$ cat config.mk
export PLATFORM = sky130hd
export DESIGN_NAME = rf_wb_arbiter
export DESIGN_NICKNAME = d
export VERILOG_FILES = /design/src/rtl/rf_wb_pkg.sv /design/src/rtl/rr_arb2.sv /design/src/rtl/rf_wb_arbiter.sv
export SDC_FILE = /design/constraint.sdc
export NUM_CORES = 1
export LEC_CHECK = 0
export BUFFER_PORTS_ARGS = -buffer_cell sky130_fd_sc_hd__clkbuf_2
export CORE_ASPECT_RATIO = 0.8
export CORE_MARGIN = 5
export CORE_UTILIZATION = 30
export DETAILED_ROUTE_END_ITERATION = 7
export HOLD_SLACK_MARGIN = 0.1
export PLACE_DENSITY = 0.62
export SLEW_MARGIN = 30
export SYNTH_ARGS = -nofsm -noshare
export SYNTH_HDL_FRONTEND = slang
export SYNTH_SLANG_ARGS = --single-unit
$ cat constraint.sdc
create_clock -name clk -period 2.7 [get_ports clk]
set_clock_uncertainty 0.1 [all_clocks]
set_input_delay 0.27 -clock clk [delete_from_list [all_inputs] [get_ports clk]]
set_output_delay 0.27 -clock clk [all_outputs]
set_load 0.03 [all_outputs]
$ cat src/rtl/rf_wb_pkg.sv
// Shared constants for the register-file writeback arbiter: default widths,
// source indices and the hard-wired zero register address.
package rf_wb_pkg;

    localparam int RF_AW   = 5;
    localparam int RF_DW   = 32;
    localparam int SRC_ALU = 0;
    localparam int SRC_LSU = 1;
    localparam int X0_ADDR = 0;

endpackage

$ cat src/rtl/rr_arb2.sv
// Two-way round-robin arbiter: one-hot grant, ties go to the source that did
// not win most recently. The winner register starts at SRC_LSU so S0 wins first.
module rr_arb2
    import rf_wb_pkg::*;
(
    input  logic       clk,
    input  logic       rst,
    input  logic [1:0] req,
    output logic [1:0] gnt
);

    logic last;

    always_comb begin
        gnt = 2'b00;
        unique case (req)
            2'b01:   gnt = 2'b01;
            2'b10:   gnt = 2'b10;
            2'b11:   gnt = (last == 1'(SRC_LSU)) ? 2'b01 : 2'b10;
            default: gnt = 2'b00;
        endcase
    end

    always_ff @(posedge clk or negedge rst) begin
        if (!rst) begin
            last <= 1'(SRC_LSU);
        end else if (|gnt) begin
            last <= gnt[SRC_LSU];
        end
    end

endmodule

$ cat src/rtl/rf_wb_arbiter.sv
// Shares the RF write port between the ALU (S0) and LSU (S1) writeback sources.
// Optional same-cycle read bypass is enabled by defining RF_WB_BYPASS_EN.
module rf_wb_arbiter
    import rf_wb_pkg::*;
#(
    parameter int AW    = RF_AW,
    parameter int DW    = RF_DW,
    parameter int CNT_W = 32
) (
    input  logic             clk,
    input  logic             rst,
    input  logic             s0_valid,
    output logic             s0_ready,
    input  logic [AW-1:0]    s0_addr,
    input  logic [DW-1:0]    s0_data,
    input  logic             s1_valid,
    output logic             s1_ready,
    input  logic [AW-1:0]    s1_addr,
    input  logic [DW-1:0]    s1_data,
    output logic             rf_we,
    output logic [AW-1:0]    rf_waddr,
    output logic [DW-1:0]    rf_wdata,
    output logic [CNT_W-1:0] wr_count,
    output logic             idle
`ifdef RF_WB_BYPASS_EN
    ,
    input  logic [AW-1:0]    ra1,
    input  logic [AW-1:0]    ra2,
    output logic             byp1_hit,
    output logic             byp2_hit,
    output logic [DW-1:0]    byp_data
`endif
);

    logic [1:0]       req_p0;
    logic [1:0]       gnt_p0;
    logic [AW-1:0]    addr_p0;
    logic [DW-1:0]    data_p0;
    logic             wr_p0;

    logic             vld_p1;
    logic [AW-1:0]    waddr_p1;
    logic [DW-1:0]    wdata_p1;
    logic [CNT_W-1:0] wr_cnt_q;

    // Stage p0: arbitration and winner select. Requests are masked in reset so
    // no source sees ready while the block is held.
    assign req_p0 = {s1_valid, s0_valid} & {2{rst}};

    rr_arb2 u_arb (
        .clk (clk),
        .rst (rst),
        .req (req_p0),
        .gnt (gnt_p0)
    );

    assign s0_ready = gnt_p0[SRC_ALU];
    assign s1_ready = gnt_p0[SRC_LSU];
    assign addr_p0  = gnt_p0[SRC_LSU] ? s1_addr : s0_addr;
    assign data_p0  = gnt_p0[SRC_LSU] ? s1_data : s0_data;
    // x0 grants still complete the handshake but never reach the RF.
    assign wr_p0    = (|gnt_p0) && (addr_p0 != AW'(X0_ADDR));

    // Stage p1: registered write port; address/data hold when nothing is written.
    always_ff @(posedge clk or negedge rst) begin
        if (!rst) begin
            vld_p1   <= 1'b0;
            waddr_p1 <= '0;
            wdata_p1 <= '0;
            wr_cnt_q <= '0;
        end else begin
            vld_p1 <= wr_p0;
            if (wr_p0) begin
                waddr_p1 <= addr_p0;
                wdata_p1 <= data_p0;
                wr_cnt_q <= wr_cnt_q + CNT_W'(1);
            end
        end
    end

    assign rf_we    = vld_p1;
    assign rf_waddr = waddr_p1;
    assign rf_wdata = wdata_p1;
    assign wr_count = wr_cnt_q;
    assign idle     = !s0_valid && !s1_valid && !vld_p1;

`ifdef RF_WB_BYPASS_EN
    assign byp1_hit = vld_p1 && (ra1 != AW'(X0_ADDR)) && (ra1 == waddr_p1);
    assign byp2_hit = vld_p1 && (ra2 != AW'(X0_ADDR)) && (ra2 == waddr_p1);
    assign byp_data = wdata_p1;
`endif

endmodule

; After elaboration in Yosys (flattened, before gate mapping)
; Cells that the tools add are included.
[totals]
ff_bits = 71
in_bits = 78
[classes]
add_sub_neg = 1
n_eq_ne = 3
muxes = 4
bitwise = 1
reduce_logical = 8
[op_table]
columns = operator, count
row1 = $add 32x1->32 const B, 1
row2 = $mux 32, 1
row3 = $pmux 2 s3, 1
row4 = $mux 5, 1
row5 = $reduce_bool 5->1, 1
row6 = $eq 2x2->1 const B, 2
row7 = $logic_and 1x1->1, 3
row8 = $logic_not 1->1, 3
row9 = $and 2x2->2, 1
row10 = $eq 2x1->1 const B, 1
row11 = $mux 2, 1
row12 = $reduce_or 2->1, 1

; Logic depth before layout (Yosys ltp)
; Gate-level depths: netlist of the first run.
[depth]
word_depth = 6
mapped_depth = 6

; Cells and area by module
; From an unflattened synthesis of the first run, not the netlist that was laid out.
[unflattened]
hier_cells = 330
hier_area_um2 = 3709.8
[by_module_without_submodules]
columns = mod, n_inst, cells_per_inst, area_each_um2, seq_area_each_um2
row1 = rf_wb_arbiter, 1, 324, 3654.8, 1751.7
row2 = rr_arb2, 1, 6, 55.1, 26.3

; Worst setup path after synthesis of the first run
; OpenSTA, ideal clock, no wires.
[synth_timing]
path_kind = register to output
start = register u_arb.last
end = output s0_ready
t_arrival_ns = 1.917
t_required_ns = 2.330
path_slack_ns = 0.413
stages_incl_launch_ff = 7
n_path_buf = 2
cell_sequence = dfstp_2 > a21boi_1 > nand2_1 > buf_2 > buf_1 > inv_1 > nor2_1
[synth_between]
elab_chain_cells = 2
[synth_lines]
columns = item, line_no
row1 = start: declaration, rr_arb2.sv:12  ; logic last;
row2 = start signal: assignment, rr_arb2.sv:26  ; last <= 1'(SRC_LSU);
row3 = start signal: assignment, rr_arb2.sv:28  ; last <= gnt[SRC_LSU];
row4 = $mux 2, rr_arb2.sv:19  ; 2'b11: gnt = (last == 1'(SRC_LSU)) ? 2'b01 : 2'b10;
row5 = $pmux 2 s3, rr_arb2.sv:16  ; unique case (req)
row6 = end: declaration, rf_wb_arbiter.sv:13  ; output logic s0_ready,
; No other way between the ends.

; Worst setup path in the final report of the first run
[layout_timing]
start = register wr_cnt_q[0], in the netlist wr_count[0]
end = register wr_cnt_q[16], in the netlist wr_count[16]
[layout_between]
elab_chain_cells = 1
[layout_lines]
columns = item, line_no
row1 = start: declaration, rf_wb_arbiter.sv:44  ; logic [CNT_W-1:0] wr_cnt_q;
row2 = start signal: assignment, rf_wb_arbiter.sv:76  ; wr_cnt_q <= wr_cnt_q + CNT_W'(1);
row3 = $add 32x1->32, rf_wb_arbiter.sv:76
; No other way between the ends.
; A chain may end at the register's enable or synchronous reset.

==> metrics, run 1 <==
Synth top area share=47.7%; grt ovf=0; Mapped Avg Cell Area=12.7 sq um; number of I/O port buffers=150; fin. max-slew vios=0; Post-Synth Simple-Gate Area=8.00%; RSZ-0062 raised after global routing=no; Synth Area in Compound Gates=10.7%; nets@finish=520; die area=14600 sq um; Hold Path Class=in -> reg; Max Root-Sink Buffers=2; post-DR vias/cell=4.95; mux share of post-synthesis cell area=22.4%; drt total wl=9750 microns; largest area contributor in the netlist=dfrtp_1; worst stage delay on the critical path=0.82 ns; DR pass1 iterations=4; Initial Utilization=30.5%; Total GRT Usage=13.6%; post-route setup TNS=0 ns; slowest cell on the critical path=or4_1; clock share of power=33.9%; largest net degree at the start of global routing=41; syn_nets=368; Leak=2.36 nW; CP required=2.85 ns; CP top delay family=simple AND/OR/NAND/NOR gates; Worst IR Drop VDD=0.416 mV; final setup violating endpoints=0; DR vias=2961; adder-cell share of the synthesized area=0.340%; drt initial violations=112; first-pass GRT wire length=16000 microns; Worst Setup End Kind=flip-flop; most common cell after layout, fill and taps aside=clkbuf_2; part of the power in combinational logic=28.1%; Die H=109 microns; main combinational cell family by area after synthesis=multiplexers; NetSw=1.32 mW; number of antenna-violating nets in the routed design=0; num rows=36; switch share=35.1%; Slew HR=56.3%; crit path time final=2.39 ns; CP bufs+invs=0; Worst Path Arrival=2.54 ns; routed length per instance=16.3 microns; Int Power=2.45 mW; Max FO, Critical Path=9; sequential element share of the synthesized area=48.4%; CTS root buf=clkbuf_16; Residual DRC=0; pwr dens=761 nW/um^2; Netlist cell types=36; clock-pin transition on the worst setup and hold timing paths=0.06 ns; most frequent cells in the layout=clkbuf_2 (149), dfrtp_1 (70), mux2_2 (44); top post-synthesis cells by area=dfrtp_1 (48%), mux2_2 (13%), mux2_1 (8.9%); Post-Synth XOR/XNOR Area=7.39%; status=complete, no violations; Seq pwr share=37.9%; Cells after Synth=289; ANT cells=0; GP Congestion=0.841; Final Cycle Share=88.5%; core box area=12100 sq um; H-tree level count=3; number of CTS-inserted buffers=9; vias in the first global route=3081; initial antenna violation count=0; critical path startpoint category=flip-flop; Tightest Pin Transition=0.639 ns; max cap viols=0; FF+latch count, synth=71; DP HPWL=7200 microns; ys async rst share=100%; main flop type after synthesis=dfrtp_1; Die Wd=134 microns; # resized after CTS=0; synth warn=0; critical path type=reg -> reg; critical path cell sequence=ha_1 > nand3_2 > or4_1 > a2111oi_4 > xor2_1; I/O Pins=151; area grow syn2layout=35.0%; CTS tree=built; Hold Fails Final Rpt=0; Fmax=419 MHz; number of flops mapped to enable cells by yosys=0; Clock Sinks=71; Clock Latency Late Sink=0.33 ns; Final Power=3.78 mW; synthesized area=3680 sq um; fraction of layout cells with a size suffix above 1=51.8%
-- cell families (layout without fill, tap and decap cells) --
logic type                 Yosys count  in the layout
and+or+nand+nor                     52             52
muxes                               73             73
adders and majority gates            1              1
AOI/OAI and AO/OA                   37             37
buffers and inverters               24            181
DFF                                 71             71
xor gates and xnor gates            31             31
-- cell type report --
class	count	area, sq um
repair buffers	160	843
fillers	1163	7110
clock buffers	10	239
inverters	5	18.8
well taps	152	190
multi-input cells	194	1810
clock inverters	6	83.8
flip-flops and latches	71	1780
-- worst register-to-register path, cell delays in order (launching register included) --
cell and delay, ns:
dfrtp_1 0.43, ha_1 0.22, nand3_2 0.13, or4_1 0.83, a2111oi_4 0.45, xor2_1 0.17
-- sequential cells by signal (all words and copies together), names as in the netlist --
signal	count
rf_wdata	32
wr_count	32
rf_waddr	5
rf_we	1
u_arb.last	1
-- final timing paths --
check / from / endpoint / slack [ns] / depth (start not counted)
max: wr_count[0] / wr_count[16] / 0.31 / 5
min: s1_data[4] / rf_wdata[4] / 0.18 / 3
max reg2reg: wr_count[0] / wr_count[16] / 0.31 / 5
min reg2reg: u_arb.last / u_arb.last / 0.37 / 2
max in group asynchronous: rst / rf_wdata[21] / 1.56 / 3
min in group asynchronous: rst / wr_count[18] / 0.21 / 2
-- power groups by stage --
stage | clock (mW) | sequential (mW) | combinational, mW
after floorplan | 0 | 1.80 | 0.316
after global placement | 0 | 1.44 | 1.07
after detailed placement | 0 | 1.45 | 1.08
after CTS | 1.33 | 1.43 | 1.08
after global routing | 1.37 | 1.47 | 1.14
final | 1.28 | 1.43 | 1.06
-- Yosys cell counts (2+ instances only) --
master and number:
clkbuf_1 6, xor2_1 30, nand4_1 13, and4_1 4, inv_1 5, nand3_1 4
buf_2 9, mux2_2 44, a2111oi_2 3, a2111oi_4 4, a2111oi_0 15, and3_1 6
buf_1 2, nand2_1 16, or4_1 3, mux2_1 29, dfrtp_1 70, a211oi_1 8
-- timing repair --
action	in CTS	in global routing
setup buffers	0	0
hold endpoints to repair	71	0
hold buffers	1	0
-- layer usage --
metal  GRT usage [%]  vias up  wire (microns)
met5               0        -               0
met2            21.5       97            4470
met1            17.7     1463            4420
li1                -     1388               -
met4            4.92        0             170
met3            4.38       13             687
-- metrics by stage --
stage / instances / utilization, % / hold slack [ns] / worst slack [ns] / instance area (sq um)
finish: 598 / 41.1 / 0.185 / 0.311 / 4960
global route: 598 / 41.1 / 0.181 / 0.127 / 4960
CTS: 598 / 41.1 / 0.173 / 0.316 / 4960
detailed placement: 581 / 38.3 / 0.000661 / 0.297 / 4630
global placement: 581 / 38.3 / 0.000843 / 0.401 / 4630
floorplan: 289 / - / -0.126 / 0.413 / 3680
(Power assumes the default switching activity.)
==> run 2: changes to the inputs <==
--- a/config.mk
+++ b/config.mk
@@ -5,13 +5,15 @@
 export SDC_FILE = /design/constraint.sdc
 export NUM_CORES = 1
 export LEC_CHECK = 0
+export ABC_AREA = 1
 export BUFFER_PORTS_ARGS = -buffer_cell sky130_fd_sc_hd__clkbuf_2
+export CAP_MARGIN = 20
 export CORE_ASPECT_RATIO = 0.8
 export CORE_MARGIN = 5
 export CORE_UTILIZATION = 30
 export DETAILED_ROUTE_END_ITERATION = 7
 export HOLD_SLACK_MARGIN = 0.1
-export PLACE_DENSITY = 0.62
+export PLACE_DENSITY = 0.61
 export SLEW_MARGIN = 30
 export SYNTH_ARGS = -nofsm -noshare
 export SYNTH_HDL_FRONTEND = slang
==> metrics, run 2 <==
largest area contributor in the netlist=dfrtp_1; top cells by count, synth=nand2_1 (350), nand3_1 (74), dfrtp_1 (70); H-tree level count=3; post-DR vias/cell=4.42; Int Power=2.09 mW; post-route setup TNS=0 ns; area grow syn2layout=27.6%; FF+latch count, synth=71; routed length per instance=13.2 microns; Clock Sinks=71; Leak=3.10 nW; most common cell after layout, fill and taps aside=nand2_1; Slew HR=52.5%; ys async rst share=100%; slowest cell on the critical path=dfstp_2; die area=16700 sq um; number of flops mapped to enable cells by yosys=0; placed insts=955; DP HPWL=9520 microns; CTS tree=built; vias in the first global route=4180; Mapped Avg Cell Area=6.64 sq um; critical path cell sequence=inv_1 > o21ai_2 > clkinvlp_4 > clkbuf_2; count leader, synth=nand2_1; CP required=2.33 ns; Tightest Pin Transition=0.708 ns; Worst Path Arrival=2.08 ns; drt total wl=12900 microns; NetSw=1.16 mW; core box area=14100 sq um; main flop type after synthesis=dfrtp_1; CP bufs+invs=3; Max Root-Sink Buffers=2; dpl ws=0.560 ns; synthesized area=4260 sq um; GP Congestion=0.828; Hold Path Class=in -> reg; part of the power in combinational logic=24.9%; critical path startpoint category=flip-flop; drt initial violations=220; clock share of power=35.4%; Cells after Synth=642; number of antenna-violating nets in the routed design=0; worst stage delay on the critical path=0.51 ns; Netlist cell types=21; grt ovf=0; Final Power=3.24 mW; CP top delay family=buffers and inverters; Seq pwr share=39.7%; CTS root buf=clkbuf_16; ANT cells=0; Total GRT Usage=15.6%; clock-pin transition on the worst setup and hold timing paths=0.07 ns; nets@finish=864; crit path time final=2.45 ns; Die Wd=143 microns; I/O Pins=151; Die H=117 microns; number of CTS-inserted buffers=9; Fmax=409 MHz; critical path type=reg -> out; final setup violating endpoints=0; num rows=39; largest net degree at the start of global routing=70; pwr dens=596 nW/um^2; DR pass1 iterations=4; number of I/O port buffers=150; Final Cycle Share=90.6%; Initial Utilization=30.2%; Worst IR Drop VDD=0.259 mV; most frequent cells in the layout=nand2_1 (348), clkbuf_2 (149), nand3_1 (74); first-pass GRT wire length=20700 microns; Max FO, Critical Path=17; top post-synthesis cells by area=dfrtp_1 (41%), nand2_1 (31%), nand3_1 (8.7%); non-filler cells, final=974; Hold Fails Final Rpt=0; synth warn=0; max cap viols=0; syn_nets=721; Final WS setup=0.254 ns; Synth top area share=41.1%; Worst Setup End Kind=primary output; Clock Latency Late Sink=0.34 ns; fin. max-slew vios=0; worst hold margin=0.146 ns; fraction of layout cells with a size suffix above 1=23.2%; sequential element share of the synthesized area=41.7%; DR vias=4301; Residual DRC=0; RSZ-0062 raised after global routing=no; switch share=35.7%; initial antenna violation count=0; status=complete, no violations
[run 2: cell types whose count changed in the layout (fill, tap and decap cells not counted), sizes merged, moves of 15 or more]
cell     delta
a2111oi    -22
inv        +25
mux2       -73
nand2     +334
nand3      +69
nand3b     +15
nor2       +52
xor2       -19
[run 2: final timing paths]
kind	startpoint	end	slack (ns)	cells after the start
worst max-delay path	u_arb.last	s1_ready	0.25	4
worst min-delay path	s1_data[21]	rf_wdata[21]	0.15	5
worst max register to register	u_arb.last	rf_wdata[5]	0.32	7
worst min register to register	rf_wdata[8]	rf_wdata[8]	0.37	2
max in group asynchronous	rst	wr_count[14]	1.52	3
min in group asynchronous	rst	rf_wdata[14]	0.19	2
[run 2: final cells by class]
class	count	area, sq um
repair buffers	160	837
fillers	1544	8660
repair inverters	1	5.00
clock buffers	10	239
inverters	28	109
flip-flops and latches	71	1780
well taps	184	230
clock inverters	6	50.0
multi-input cells	514	2190
[run 2: power by group through the flow]
stage	Clock (mW)	Combinational, mW	Sequential, mW
floorplan	0	0.305	1.53
global placement	0	0.813	1.31
detailed placement	0	0.818	1.31
CTS	1.19	0.817	1.29
global route	1.24	0.892	1.31
finish	1.15	0.808	1.29
[run 2: what timing repair did]
item                       in CTS  in global routing
gates resized for setup         0                  1
setup endpoints to repair       0                  1
hold endpoints to repair        2                 68
setup buffers                   0                  0
hold buffers                    1                  1
[run 2: worst min-delay path, delay by kind of cell]
| family | cells | cell delay (ns) |
|---|---|---|
| AND/OR/NAND/NOR | 4 | 0.22 |
| buffers and inverters | 1 | 0.07 |
[run 2: logic make-up (layout without fill, tap and decap cells)]
group | count (synthesis) | count (layout) | synth area share, %
and+or+nand+nor | 494 | 494 | 47.1
DFF | 71 | 71 | 41.7
buffers and inverters | 57 | 205 | 6.98
xor gates and xnor gates | 15 | 15 | 3.08
AOI/OAI and AO/OA | 4 | 4 | 0.880
adders and majority gates | 1 | 1 | 0.293
[run 2: through the flow]
step	area (sq um)	utilization [%]
floorplan	4260	-
global placement	5120	36.3
detailed placement	5120	36.3
CTS	5420	38.4
global route	5440	38.6
finish	5440	38.6
[run 2: per-layer routing]
layer	track usage (%)	share of wire (%)
met2	23.8	43
met5	0	0
met3	6.06	8.1
met4	3.01	1.1
met1	21.4	48
==> run 3: changes to the inputs <==
--- a/config.mk
+++ b/config.mk
@@ -11,9 +11,11 @@
 export CORE_ASPECT_RATIO = 0.8
 export CORE_MARGIN = 5
 export CORE_UTILIZATION = 30
+export CTS_CLUSTER_SIZE = 20
 export DETAILED_ROUTE_END_ITERATION = 7
 export HOLD_SLACK_MARGIN = 0.1
 export PLACE_DENSITY = 0.61
+export SKIP_LAST_GASP = 1
 export SLEW_MARGIN = 30
 export SYNTH_ARGS = -nofsm -noshare
 export SYNTH_HDL_FRONTEND = slang
==> constraint.sdc (replaced) <==
create_clock -name clk -period 2.5 [get_ports clk]
set_clock_uncertainty 0.1 [all_clocks]
set_input_delay 0.25 -clock clk [delete_from_list [all_inputs] [get_ports clk]]
set_output_delay 0.25 -clock clk [all_outputs]
set_load 0.03 [all_outputs]
==> metrics, run 3 (synthesis results as in run 2) <==
status=complete, no violations; first-pass GRT wire length=21400 microns; Final Power=3.57 mW; final setup violating endpoints=0; routed length per instance=13.3 microns; placed insts=958; fin. max-slew vios=0; DP HPWL=9780 microns; pwr dens=651 nW/um^2; crit path time final=2.13 ns; drt initial violations=184; Slew HR=57.0%; Total GRT Usage=16.2%; Worst Path Arrival=1.78 ns; RSZ-0062 raised after global routing=no; Residual DRC=0; Die Wd=143 microns; Tightest Pin Transition=0.646 ns; Final WS setup=0.374 ns; Hold Path Class=in -> reg; clock-pin transition on the worst setup and hold timing paths=0.06 ns; most frequent cells in the layout=nand2_1 (348), clkbuf_2 (149), nand3_1 (74); Clock Latency Late Sink=0.34 ns; number of antenna-violating nets in the routed design=0; die area=16700 sq um; critical path type=reg -> out; Worst IR Drop VDD=0.304 mV; Post-CTS Setup Bufs=0; H-tree level count=3; CTS root buf=clkbuf_16; CTS tree=built; Hold Fails Final Rpt=0; area grow syn2layout=28.5%; CTS Hold Bufs=0; largest net degree at the start of global routing=72; Die H=117 microns; post-DR vias/cell=4.46; worst hold margin=0.127 ns; most common cell after layout, fill and taps aside=nand2_1; I/O Pins=151; Max Root-Sink Buffers=2; ANT cells=0; Fmax=470 MHz; fraction of layout cells with a size suffix above 1=23.4%; critical path startpoint category=flip-flop; Leak=3.13 nW; Initial Utilization=30.2%; # resized after CTS=0; GP Congestion=0.822; number of CTS-inserted buffers=9; post-route setup TNS=0 ns; number of I/O port buffers=150; dpl ws=0.397 ns; nets@finish=865; vias in the first global route=4231; non-filler cells, final=975; Worst Setup End Kind=primary output; core box area=14100 sq um; initial antenna violation count=0; Final Cycle Share=85.0%; DR vias=4351; drt total wl=13000 microns; DR pass1 iterations=4; Clock Sinks=71; CP required=2.15 ns; num rows=39; Max FO, Critical Path=33; max cap viols=0; grt ovf=0
==> run 3: worst paths after layout <==
kind,depth (start not counted),slack (ns),from,endpoint
setup reg to reg,9,0.40,u_arb.last,wr_count[19]
hold reg to reg,2,0.37,rf_wdata[11],rf_wdata[11]
setup / recovery,4,0.37,u_arb.last,s1_ready
max in group asynchronous,3,1.33,rst,wr_count[15]
min in group asynchronous,3,0.53,rst,wr_count[3]
hold / removal,5,0.13,s1_data[8],rf_wdata[8]
==> run 3: power by group <==
| part | internal [mW] | leakage, nW | switching [mW] |
|---|---|---|---|
| clock network | 0.773 | 0.142 | 0.517 |
| registers | 1.28 | 0.920 | 0.108 |
| logic | 0.274 | 2.07 | 0.613 |
| total | 2.33 | 3.13 | 1.24 |
==> run 3: critical path, cell delays in order, from the launching register on <==
cell and delay [ns]:
dfstp_2 0.51, inv_1 0.06, o21ai_2 0.28, inv_2 0.30, clkbuf_2 0.27
==> run 3: layout make-up <==
cell class | count | area [sq um]
sequential | 71 | 1780
multi-input combinational | 514 | 2190
inverter | 28 | 105
clock inverter | 7 | 72.6
clock buffer | 9 | 225
timing repair buffer | 162 | 875
tap | 184 | 230
fill | 1515 | 8620
==> run 3: stage by stage <==
| step | utilization (%) | instance area, sq um |
|---|---|---|
| 6_report | 38.9 | 5480 |
| 5_1_grt | 38.9 | 5480 |
| 4_1_cts | 38.8 | 5470 |
| 3_5_place_dp | 36.6 | 5170 |
| 3_3_place_gp | 36.6 | 5170 |
| 2_1_floorplan | - | 4260 |
==> run 3: layer usage <==
layer / vias to the layer above / track usage [%] / share of wire [%]
li1: 2274 / - / -
met1: 1917 / 22.1 / 47
met2: 148 / 24.7 / 44
met3: 12 / 5.65 / 8.2
met4: 0 / 4.33 / 1.1
met5: - / 0 / 0
